--- src/rtl/led_enc_pkg.sv ---
// Shared state encoding and default waveform timing for the LED bit encoder.
// Latency: none (declarations only).
// Backpressure: n/a.
package led_enc_pkg;

  // Default waveform timing in clk cycles (800 kHz LED protocol at 40 MHz).
  localparam int DEF_T0H_CYC   = 16;
  localparam int DEF_T1H_CYC   = 32;
  localparam int DEF_BIT_CYC   = 50;
  localparam int DEF_LATCH_CYC = 2000;

  typedef enum logic [1:0] {
    ST_IDLE  = 2'd0,
    ST_SHIFT = 2'd1,
    ST_LATCH = 2'd2
  } enc_state_e;

endpackage

--- src/rtl/led_bit_timer.sv ---
// Generates one LED bit: high for T0H/T1H cycles, low for the rest of BIT_CYC.
// Latency: level rises the cycle after start; done marks the final cycle of the bit.
// Backpressure: none; start may coincide with done for gapless back-to-back bits.
module led_bit_timer
  import led_enc_pkg::*;
#(
  parameter int T0H_CYC = DEF_T0H_CYC,
  parameter int T1H_CYC = DEF_T1H_CYC,
  parameter int BIT_CYC = DEF_BIT_CYC
) (
  input  logic clk,
  input  logic reset,
  input  logic start,
  input  logic bit_val,
  output logic done,
  output logic level
);

  localparam int CW = (BIT_CYC > 1) ? $clog2(BIT_CYC) : 1;
  localparam logic [CW-1:0] CNT_LAST = CW'(BIT_CYC - 1);
  localparam logic [CW:0]   T0H_W    = (CW + 1)'(T0H_CYC);
  localparam logic [CW:0]   T1H_W    = (CW + 1)'(T1H_CYC);

  logic [CW-1:0] cnt_q, cnt_d;
  logic [CW:0]   cnt_nxt;
  logic          active_q, active_d;
  logic          level_q, level_d;
  logic          bit_q, bit_d;

  // Bit period counter and registered output level; a new start overrides the terminal cycle.
  always_comb begin
    cnt_d    = cnt_q;
    active_d = active_q;
    level_d  = level_q;
    bit_d    = bit_q;
    cnt_nxt  = {1'b0, cnt_q} + 1'b1;
    done     = active_q && (cnt_q == CNT_LAST);
    if (start) begin
      active_d = 1'b1;
      cnt_d    = '0;
      bit_d    = bit_val;
      level_d  = 1'b1;
    end else if (active_q) begin
      if (done) begin
        active_d = 1'b0;
        level_d  = 1'b0;
      end else begin
        cnt_d   = cnt_q + 1'b1;
        level_d = cnt_nxt < (bit_q ? T1H_W : T0H_W);
      end
    end
  end

  // Timer state register; reset aborts any bit in flight.
  always_ff @(posedge clk) begin
    if (!reset) begin
      cnt_q    <= '0;
      active_q <= 1'b0;
      level_q  <= 1'b0;
      bit_q    <= 1'b0;
    end else begin
      cnt_q    <= cnt_d;
      active_q <= active_d;
      level_q  <= level_d;
      bit_q    <= bit_d;
    end
  end

  assign level = level_q;

endmodule

--- src/rtl/led_bit_encoder.sv ---
// Serialises pixel bytes MSB first into the single-wire LED waveform, then latches the chain.
// Latency: led_out rises 2 cycles after the accepting edge from IDLE, 1 cycle after a LATCH ends.
// Backpressure: one-byte holding register; data_ready low while it is full.
// Option: define LED_ENC_IDLE_LATCH_EN to close a frame after LATCH_CYC idle cycles following an underrun.
module led_bit_encoder
  import led_enc_pkg::*;
#(
  parameter int T0H_CYC   = DEF_T0H_CYC,
  parameter int T1H_CYC   = DEF_T1H_CYC,
  parameter int BIT_CYC   = DEF_BIT_CYC,
  parameter int LATCH_CYC = DEF_LATCH_CYC
) (
  input  logic       clk,
  input  logic       reset,
  input  logic [7:0] data_in,
  input  logic       data_valid,
  input  logic       data_last,
  output logic       data_ready,
  output logic       led_out,
  output logic       busy,
  output logic       frame_done,
  output logic       underrun
);

  localparam int LW = $clog2(LATCH_CYC + 1);
  localparam logic [LW-1:0] LAT_LAST = LW'(LATCH_CYC - 1);

  enc_state_e    state_q, state_d;
  logic [7:0]    hold_dat_q, hold_dat_d;
  logic          hold_full_q, hold_full_d;
  logic          hold_last_q, hold_last_d;
  logic [7:0]    shift_q, shift_d;
  logic          shift_last_q, shift_last_d;
  logic [2:0]    bit_idx_q, bit_idx_d;
  logic          kick_q, kick_d;
  logic [LW-1:0] lat_cnt_q, lat_cnt_d;
  logic          rdy_en_q, rdy_en_d;
`ifdef LED_ENC_IDLE_LATCH_EN
  logic          idle_arm_q, idle_arm_d;
`endif

  logic accept;
  logic load;
  logic timer_start;
  logic timer_bit;
  logic timer_done;
  logic frame_done_c;
  logic underrun_c;

  led_bit_timer #(
    .T0H_CYC (T0H_CYC),
    .T1H_CYC (T1H_CYC),
    .BIT_CYC (BIT_CYC)
  ) u_timer (
    .clk     (clk),
    .reset   (reset),
    .start   (timer_start),
    .bit_val (timer_bit),
    .done    (timer_done),
    .level   (led_out)
  );

  assign data_ready = rdy_en_q && !hold_full_q;
  assign busy       = (state_q != ST_IDLE);
  assign frame_done = frame_done_c;
  assign underrun   = underrun_c;

  // Next-state logic: byte handoff from the holding register, bit sequencing and latch timing.
  always_comb begin
    state_d      = state_q;
    hold_dat_d   = hold_dat_q;
    hold_full_d  = hold_full_q;
    hold_last_d  = hold_last_q;
    shift_d      = shift_q;
    shift_last_d = shift_last_q;
    bit_idx_d    = bit_idx_q;
    kick_d       = 1'b0;
    lat_cnt_d    = lat_cnt_q;
    rdy_en_d     = 1'b1;
`ifdef LED_ENC_IDLE_LATCH_EN
    idle_arm_d   = idle_arm_q;
`endif
    accept       = data_valid && data_ready;
    load         = 1'b0;
    timer_start  = 1'b0;
    timer_bit    = shift_q[7];
    frame_done_c = 1'b0;
    underrun_c   = 1'b0;

    case (state_q)
      ST_IDLE: begin
        if (hold_full_q) begin
          // Shifter loads now; the first bit is kicked off next cycle.
          load    = 1'b1;
          kick_d  = 1'b1;
          state_d = ST_SHIFT;
        end
`ifdef LED_ENC_IDLE_LATCH_EN
        else if (idle_arm_q) begin
          if (lat_cnt_q == LAT_LAST) begin
            frame_done_c = 1'b1;
            idle_arm_d   = 1'b0;
            lat_cnt_d    = '0;
          end else begin
            lat_cnt_d = lat_cnt_q + 1'b1;
          end
        end
        if (accept) begin
          idle_arm_d = 1'b0;
          lat_cnt_d  = '0;
        end
`endif
      end
      ST_SHIFT: begin
        if (kick_q) begin
          timer_start = 1'b1;
          timer_bit   = shift_q[7];
        end else if (timer_done) begin
          if (bit_idx_q != 3'd7) begin
            timer_start = 1'b1;
            timer_bit   = shift_q[6];
            shift_d     = {shift_q[6:0], 1'b0};
            bit_idx_d   = bit_idx_q + 3'd1;
          end else if (shift_last_q) begin
            state_d   = ST_LATCH;
            lat_cnt_d = '0;
          end else if (hold_full_q) begin
            load        = 1'b1;
            timer_start = 1'b1;
            timer_bit   = hold_dat_q[7];
          end else begin
            state_d    = ST_IDLE;
            underrun_c = 1'b1;
`ifdef LED_ENC_IDLE_LATCH_EN
            idle_arm_d = 1'b1;
            lat_cnt_d  = '0;
`endif
          end
        end
      end
      ST_LATCH: begin
        if (lat_cnt_q == LAT_LAST) begin
          frame_done_c = 1'b1;
          if (hold_full_q) begin
            // Byte accepted during the latch starts on the very next cycle.
            load        = 1'b1;
            timer_start = 1'b1;
            timer_bit   = hold_dat_q[7];
            state_d     = ST_SHIFT;
          end else begin
            state_d = ST_IDLE;
          end
        end else begin
          lat_cnt_d = lat_cnt_q + 1'b1;
        end
      end
      default: state_d = ST_IDLE;
    endcase

    if (load) begin
      shift_d      = hold_dat_q;
      shift_last_d = hold_last_q;
      bit_idx_d    = 3'd0;
      hold_full_d  = 1'b0;
    end
    if (accept) begin
      hold_dat_d  = data_in;
      hold_last_d = data_last;
      hold_full_d = 1'b1;
    end
  end

  // State registers; reset discards any partial byte and the holding register.
  always_ff @(posedge clk) begin
    if (!reset) begin
      state_q      <= ST_IDLE;
      hold_dat_q   <= '0;
      hold_full_q  <= 1'b0;
      hold_last_q  <= 1'b0;
      shift_q      <= '0;
      shift_last_q <= 1'b0;
      bit_idx_q    <= '0;
      kick_q       <= 1'b0;
      lat_cnt_q    <= '0;
      rdy_en_q     <= 1'b0;
`ifdef LED_ENC_IDLE_LATCH_EN
      idle_arm_q   <= 1'b0;
`endif
    end else begin
      state_q      <= state_d;
      hold_dat_q   <= hold_dat_d;
      hold_full_q  <= hold_full_d;
      hold_last_q  <= hold_last_d;
      shift_q      <= shift_d;
      shift_last_q <= shift_last_d;
      bit_idx_q    <= bit_idx_d;
      kick_q       <= kick_d;
      lat_cnt_q    <= lat_cnt_d;
      rdy_en_q     <= rdy_en_d;
`ifdef LED_ENC_IDLE_LATCH_EN
      idle_arm_q   <= idle_arm_d;
`endif
    end
  end

endmodule

--- config.mk ---
export PLATFORM = sky130hd
export DESIGN_NAME = led_bit_encoder
export DESIGN_NICKNAME = d
export VERILOG_FILES = /design/src/rtl/led_enc_pkg.sv /design/src/rtl/led_bit_timer.sv /design/src/rtl/led_bit_encoder.sv
export SDC_FILE = /design/constraint.sdc
export NUM_CORES = 1
export LEC_CHECK = 0
export BUFFER_PORTS_ARGS = -buffer_cell sky130_fd_sc_hd__buf_2
export CAP_MARGIN = 20
export CORE_MARGIN = 5
export CORE_UTILIZATION = 35
export DETAILED_ROUTE_END_ITERATION = 10
export HOLD_SLACK_MARGIN = 0.02
export PLACE_DENSITY_LB_ADDON = 0.3
export SLEW_MARGIN = 10
export SYNTH_ARGS = -nofsm -noshare
export SYNTH_HDL_FRONTEND = slang
export SYNTH_HIERARCHICAL = 1
export SYNTH_SLANG_ARGS = --single-unit
--- constraint.sdc ---
create_clock -name clk -period 2.4 [get_ports clk]
set_input_delay 0.24 -clock clk [delete_from_list [all_inputs] [get_ports clk]]
set_output_delay 0.24 -clock clk [all_outputs]
set_load 0.01 [all_outputs]
# [After elaboration in Yosys (flattened, before gate mapping)]
# Cells that the tools add are included.
[word_totals] ff_bits=46 in_bits=12 out_inout_bits=5 word_cells=112
[op_classes] n_addsub=4 order_cmp=1 n_eq_ne=14 mux=56 n_bitwise=3 n_reduce_logical=20
[op_table] operator="two-way mux 11 bit" n=5
[op_table] operator="two-way mux 8 bit" n=5
[op_table] operator="two-way mux 1 bit" n=33
[op_table] operator="one-hot mux 11 bit (2 select lines)" n=1
[op_table] operator="two-way mux 2 bit" n=7
[op_table] operator="inequality test 2 bit (second input constant)" n=7
[op_table] operator="nonzero test 2 bit" n=7
[op_table] operator="AND reduction 6 bit" n=2
[op_table] operator="adder 11 x 1 -> 11 bit (second input constant)" n=1
[op_table] operator="equality test 11 bit (second input constant)" n=1
[op_table] operator="AND reduction 4 bit" n=2
[op_table] operator="adder 6 x 1 -> 7 bit (second input constant)" n=1
[op_table] operator="< comparator 7 bit" n=1
[op_table] operator="adder 6 x 1 -> 6 bit (second input constant)" n=1
[op_table] operator="equality test 6 bit (second input constant)" n=1
[op_table] operator="two-way mux 6 bit" n=1
[op_table] operator="inequality test 3 bit (second input constant)" n=2
[op_table] operator="one-hot mux 2 bit (3 select lines)" n=1
[op_table] operator="one-hot mux 1 bit (2 select lines)" n=2
[op_table] operator="AND reduction 2 bit" n=2
[op_table] operator="OR reduction 2 bit" n=2
[op_table] operator="adder 3 x 1 -> 3 bit (second input constant)" n=1
[op_table] operator="logical AND 1 bit" n=3
[op_table] operator="inverter 1 bit" n=3
[op_table] operator="6 further kinds" n=6

# [Depth between registers and ports, before layout]
[depth] depth_word=8 mapped_depth=10

# [Cells and area by module]
# Netlist, hierarchy kept.
[modules_own_cells] module="led_bit_encoder" instances=1 cells_each=223 area_per_inst_um2=1955.6 seq_area_each_um2=740.7
[modules_own_cells] module="led_bit_timer" instances=1 cells_each=54 area_per_inst_um2=505.5 seq_area_each_um2=180.2

# [Worst setup path after synthesis]
# OpenSTA, ideal clock, no wires.
[synth_timing] path_kind="flip-flop to flip-flop" startpoint="reg u_timer.cnt_q[0]" endpoint="reg lat_cnt_q[3]" arrival_time_ps=2217 t_required_ps=2330 path_slack_ps=114 stages_incl_launch_ff=9 path_buffers=1 synth_period_minus_slack_ps=2286 cell_sequence="dfxtp_1 -> ha_1 -> nor4b_1 -> and2_1 -> nand4b_2 -> mux2_4 -> buf_6 -> or4_1 -> a21oi_1"
[synth_between] elab_chain_cells=4
[synth_lines] item="start: declaration" line_no="led_bit_timer.sv:24" rtl="logic [CW-1:0] cnt_q, cnt_d;"
[synth_lines] item="start signal: assignment" line_no="led_bit_timer.sv:62" rtl="cnt_q <= cnt_d;"
[synth_lines] item="equality test 6 bit" line_no="led_bit_timer.sv:37" rtl="done = active_q && (cnt_q == CNT_LAST);"
[synth_lines] item="logical AND 1 bit" line_no="led_bit_timer.sv:37"
[synth_lines] item="named net timer_done" line_no="led_bit_encoder.sv:46" rtl="logic timer_done;"
[synth_lines] item="inequality test 2 bit (no line)"
[synth_lines] item="AND reduction 6 bit (no line)"
[synth_lines] item="end signal: assignment" line_no="led_bit_encoder.sv:198" rtl="lat_cnt_q <= lat_cnt_d;"
[synth_lines] item="end: declaration" line_no="led_bit_encoder.sv:36" rtl="logic [LW-1:0] lat_cnt_q, lat_cnt_d;"
# The timed path passes the listed nets, and every way through them passes these cells.
# A chain may end at the register's enable or synchronous reset.

# [Final worst setup path]
[layout_timing] startpoint="reg u_timer.cnt_q[1]" endpoint="reg lat_cnt_q[2]"
# The elaborated chain is that of the path after synthesis.

==> flow_metrics.py <==
metrics = {
    "outcome": {
        "outcome": "finished clean",
    },
    "setup_path": {
        "path_max_fanout": 11,
        "critPathCapture": "lat_cnt_q[2]$_SDFFE_PN0P_",
        "path_class": "reg2reg",
        "rrSetupSlack_ns": 0.17,
        "critical_path_required_ns": 2.62,
        "r2r-start": "u_timer/cnt_q[1]$_SDFFE_PP0P_",
        "rr_worst_depth": 8,
        "rr_endpoint": "lat_cnt_q[2]$_SDFFE_PN0P_",
        "worstPathCellList": "inv_1, ha_1, nor4b_2, and2_4, nand4b_2, mux2_4, or4b_1, a31oi_1",
        "start_kind": "flop",
        "endpoint_kind": "flop",
        "cp_slowest_stage_delay_ns": 0.51,
        "arrival_ns": 2.45,
        "crit_path_start": "u_timer/cnt_q[1]$_SDFFE_PP0P_",
        "crit_path_top_delay_cell": "or4b_1",
    },
    "floorplanning": {
        "rows": 30,
        "die_w_microns": 93.9,
        "die_area_sq_um": 8810,
        "ios": 17,
        "die_h_microns": 93.9,
        "start_util": 0.360,
        "coreArea_sq_um": 6830,
    },
    "finish": {
        "area_growth_pct": 14.8,
        "fin_cells": 399,
        "final_common_cell": "dfxtp_1",
        "fin_area_sq_um": 2830,
        "regArea_sq_um": 921,
        "drive_gt1_frac": 0.198,
        "postLayoutCoreUtil": 0.414,
        "final_cell_mix": "dfxtp_1, nand2_1, a21oi_1",
        "fillers": 729,
        "nets": 324,
        "multiInputGateArea_sq_um": 1420,
        "antenna_cells": 0,
    },
    "sta": {
        "finalMaxSlewViolations": 0,
        "holdWs_ns": 0.184,
        "finalSetupViolations": 0,
        "worst_slew_pin_slew_ns": 0.694,
        "setup_tns_ns": 0,
        "finalClockSkew_ns": 0.00700,
        "setup_slack_ns": 0.174,
        "slew_headroom": 0.536,
        "period_needed_ns": 2.23,
        "final-hold-violation-count": 0,
        "max_freq_mhz": 449,
        "fin_crit_sh": 0.928,
        "rsz0062_at_grt": "no",
    },
    "route": {
        "drt_iter0_markers": 112,
        "drtPass1Iterations": 4,
        "via_count": 2028,
        "drt-vias-per-instance": 5.08,
        "routedWlPerCell_microns": 12.6,
        "wl_mm": 5.03,
        "ant_nets": 0,
        "drc": 0,
    },
    "power": {
        "power_density_nw_per_um2": 572,
        "p_leak_nw": 1.03,
        "vdd_drop_max_v": 0.000424,
        "finalPower_mw": 1.61,
    },
    "global_routing": {
        "grt_pass1_wl_mm": 9.05,
        "gr-total-overflow": 0,
        "antenna_found_initial": 0,
        "grt_max_degree": 28,
        "grt_pass1_vias": 1986,
        "grt.total_usage": 0.125,
    },
    "placement": {
        "portBuffers": 16,
        "place_inst": 390,
        "hpwl_mm": 3.64,
        "gp_congestion": 0.836,
        "post-place-ws_ns": 0.0500,
        "place_area_sq_um": 2700,
    },
    "synthesis": {
        "synth_fa_ha_area_frac": 0.0508,
        "synth_top_family_by_area": "simple AND/OR/NAND/NOR gates",
        "synth.area.mux_share": 0.103,
        "synthesis.nets": 299,
        "synth_edf_count": 0,
        "netlist_instances": 277,
        "synth-compound-area-share": 0.151,
        "async_flop_share": 0,
        "synthFlopType": "dfxtp_1",
        "synth_xor_area_frac": 0.0285,
        "synth.avg_cell_area_sq_um": 8.88,
        "yosys.area_share.simple": 0.238,
        "syn_area_sq_um": 2460,
        "ys_ff_latch": 46,
        "yosysWarningCount": 6,
        "synth_cell_types": 62,
        "yosysSeqAreaShare": 0.374,
    },
    "clock_network": {
        "cts_tree": "done",
        "cts_buffers": 5,
        "clk_pin_slew_worst_paths_ns": 0.09,
        "htree_levels": 2,
        "cts_buffer_depth": 2,
        "cts.sinks": 46,
        "clk_latency_ns": 0.30,
        "clockRootBuffer": "clkbuf_8",
    },
    "hold_path": {
        "min_from": "data_in[4]",
        "min_path_type": "in2reg",
    },
    "job": {
        "cap_violations": 0,
    },
}
-- state kept, by name, indices dropped and copies added, names as in the netlist, 2 cells and up --
| register | count |
|---|---|
| state_q | 2 |
| shift_q | 8 |
| bit_idx_q | 3 |
| u_timer/cnt_q | 6 |
| lat_cnt_q | 11 |
| hold_dat_q | 8 |
-- worst min-delay path by stage --
stage	to	slack, ns	cells after the start
floorplan	rdy_en_q$_DFF_P_	0.27	0
global placement	hold_dat_q[3]$_SDFFE_PN0P_	0.44	2
detailed placement	hold_last_q$_SDFFE_PN0P_	0.45	2
CTS	hold_dat_q[1]$_SDFFE_PN0P_	0.18	3
global route	hold_dat_q[3]$_SDFFE_PN0P_	0.18	3
finish	hold_dat_q[4]$_SDFFE_PN0P_	0.18	3
-- cell usage after synthesis, types with 4 or more instances --
master    count  area share
dfxtp_1      46        0.37
nand2_1      43       0.066
a21oi_1      20       0.041
mux2i_1      16       0.065
nand3_1      15       0.031
inv_1        11       0.017
ha_1         10       0.051
nor2_1       10       0.015
mux2_2        7       0.032
nand2b_1      6       0.015
clkbuf_1      5      0.0076
o21ai_0       5       0.010
or3_1         5       0.013
xnor2_1       5       0.018
nand4_1       4       0.010
-- cells by family (layout without fill, tap and decap cells) --
family / Yosys count / after routing
adders and majority gates: 10 / 10
AOI/OAI and AO/OA: 53 / 53
buffers and inverters: 26 / 52
muxes: 24 / 24
xor gates and xnor gates: 8 / 8
DFF: 46 / 46
and+or+nand+nor: 110 / 110
-- power breakdown --
group,total [mW],leakage (nW),internal [mW],switching [mW]
combinational,0.244,0.596,0.0998,0.145
clock,0.567,0.0579,0.307,0.260
sequential,0.804,0.372,0.786,0.0179
total,1.61,1.03,1.19,0.422
-- critical path: cells and delay by family (launching register included) --
kind / cells / cell delay (ns)
muxes: 1 / 0.35
buffers and inverters: 1 / 0.07
and+or+nand+nor: 4 / 1.08
adders and majority gates: 1 / 0.15
AOI/OAI and AO/OA: 1 / 0.16
DFF: 1 / 0.35
-- layer usage --
| metal | global-route usage | up-vias | share of wire |
|---|---|---|---|
| met1 | 0.176 | 943 | 0.50 |
| met3 | 0.0176 | 4 | 0.035 |
| li1 | - | 1049 | - |
| met2 | 0.193 | 32 | 0.45 |
| met5 | 0 | - | 0 |
| met4 | 0.0469 | 0 | 0.011 |
-- area by class of cell --
type                       count  share of cell area
clock inverter                 3              0.0142
tap                           96              0.0425
multi-input combinational    205               0.502
sequential                    46               0.326
timing repair buffer          32              0.0753
clock buffer                   5              0.0244
inverter                      12              0.0159
-- timing repair --
| item | in CTS | in global routing |
|---|---|---|
| pin swaps | 1 | 0 |
| gates cloned | 0 | 0 |
| buffers inserted | 1 | 0 |
| hold buffers | 0 | 0 |
| resized for setup | 0 | 2 |
| endpoints found under the setup margin | 1 | 19 |
(Power assumes the default switching activity.)
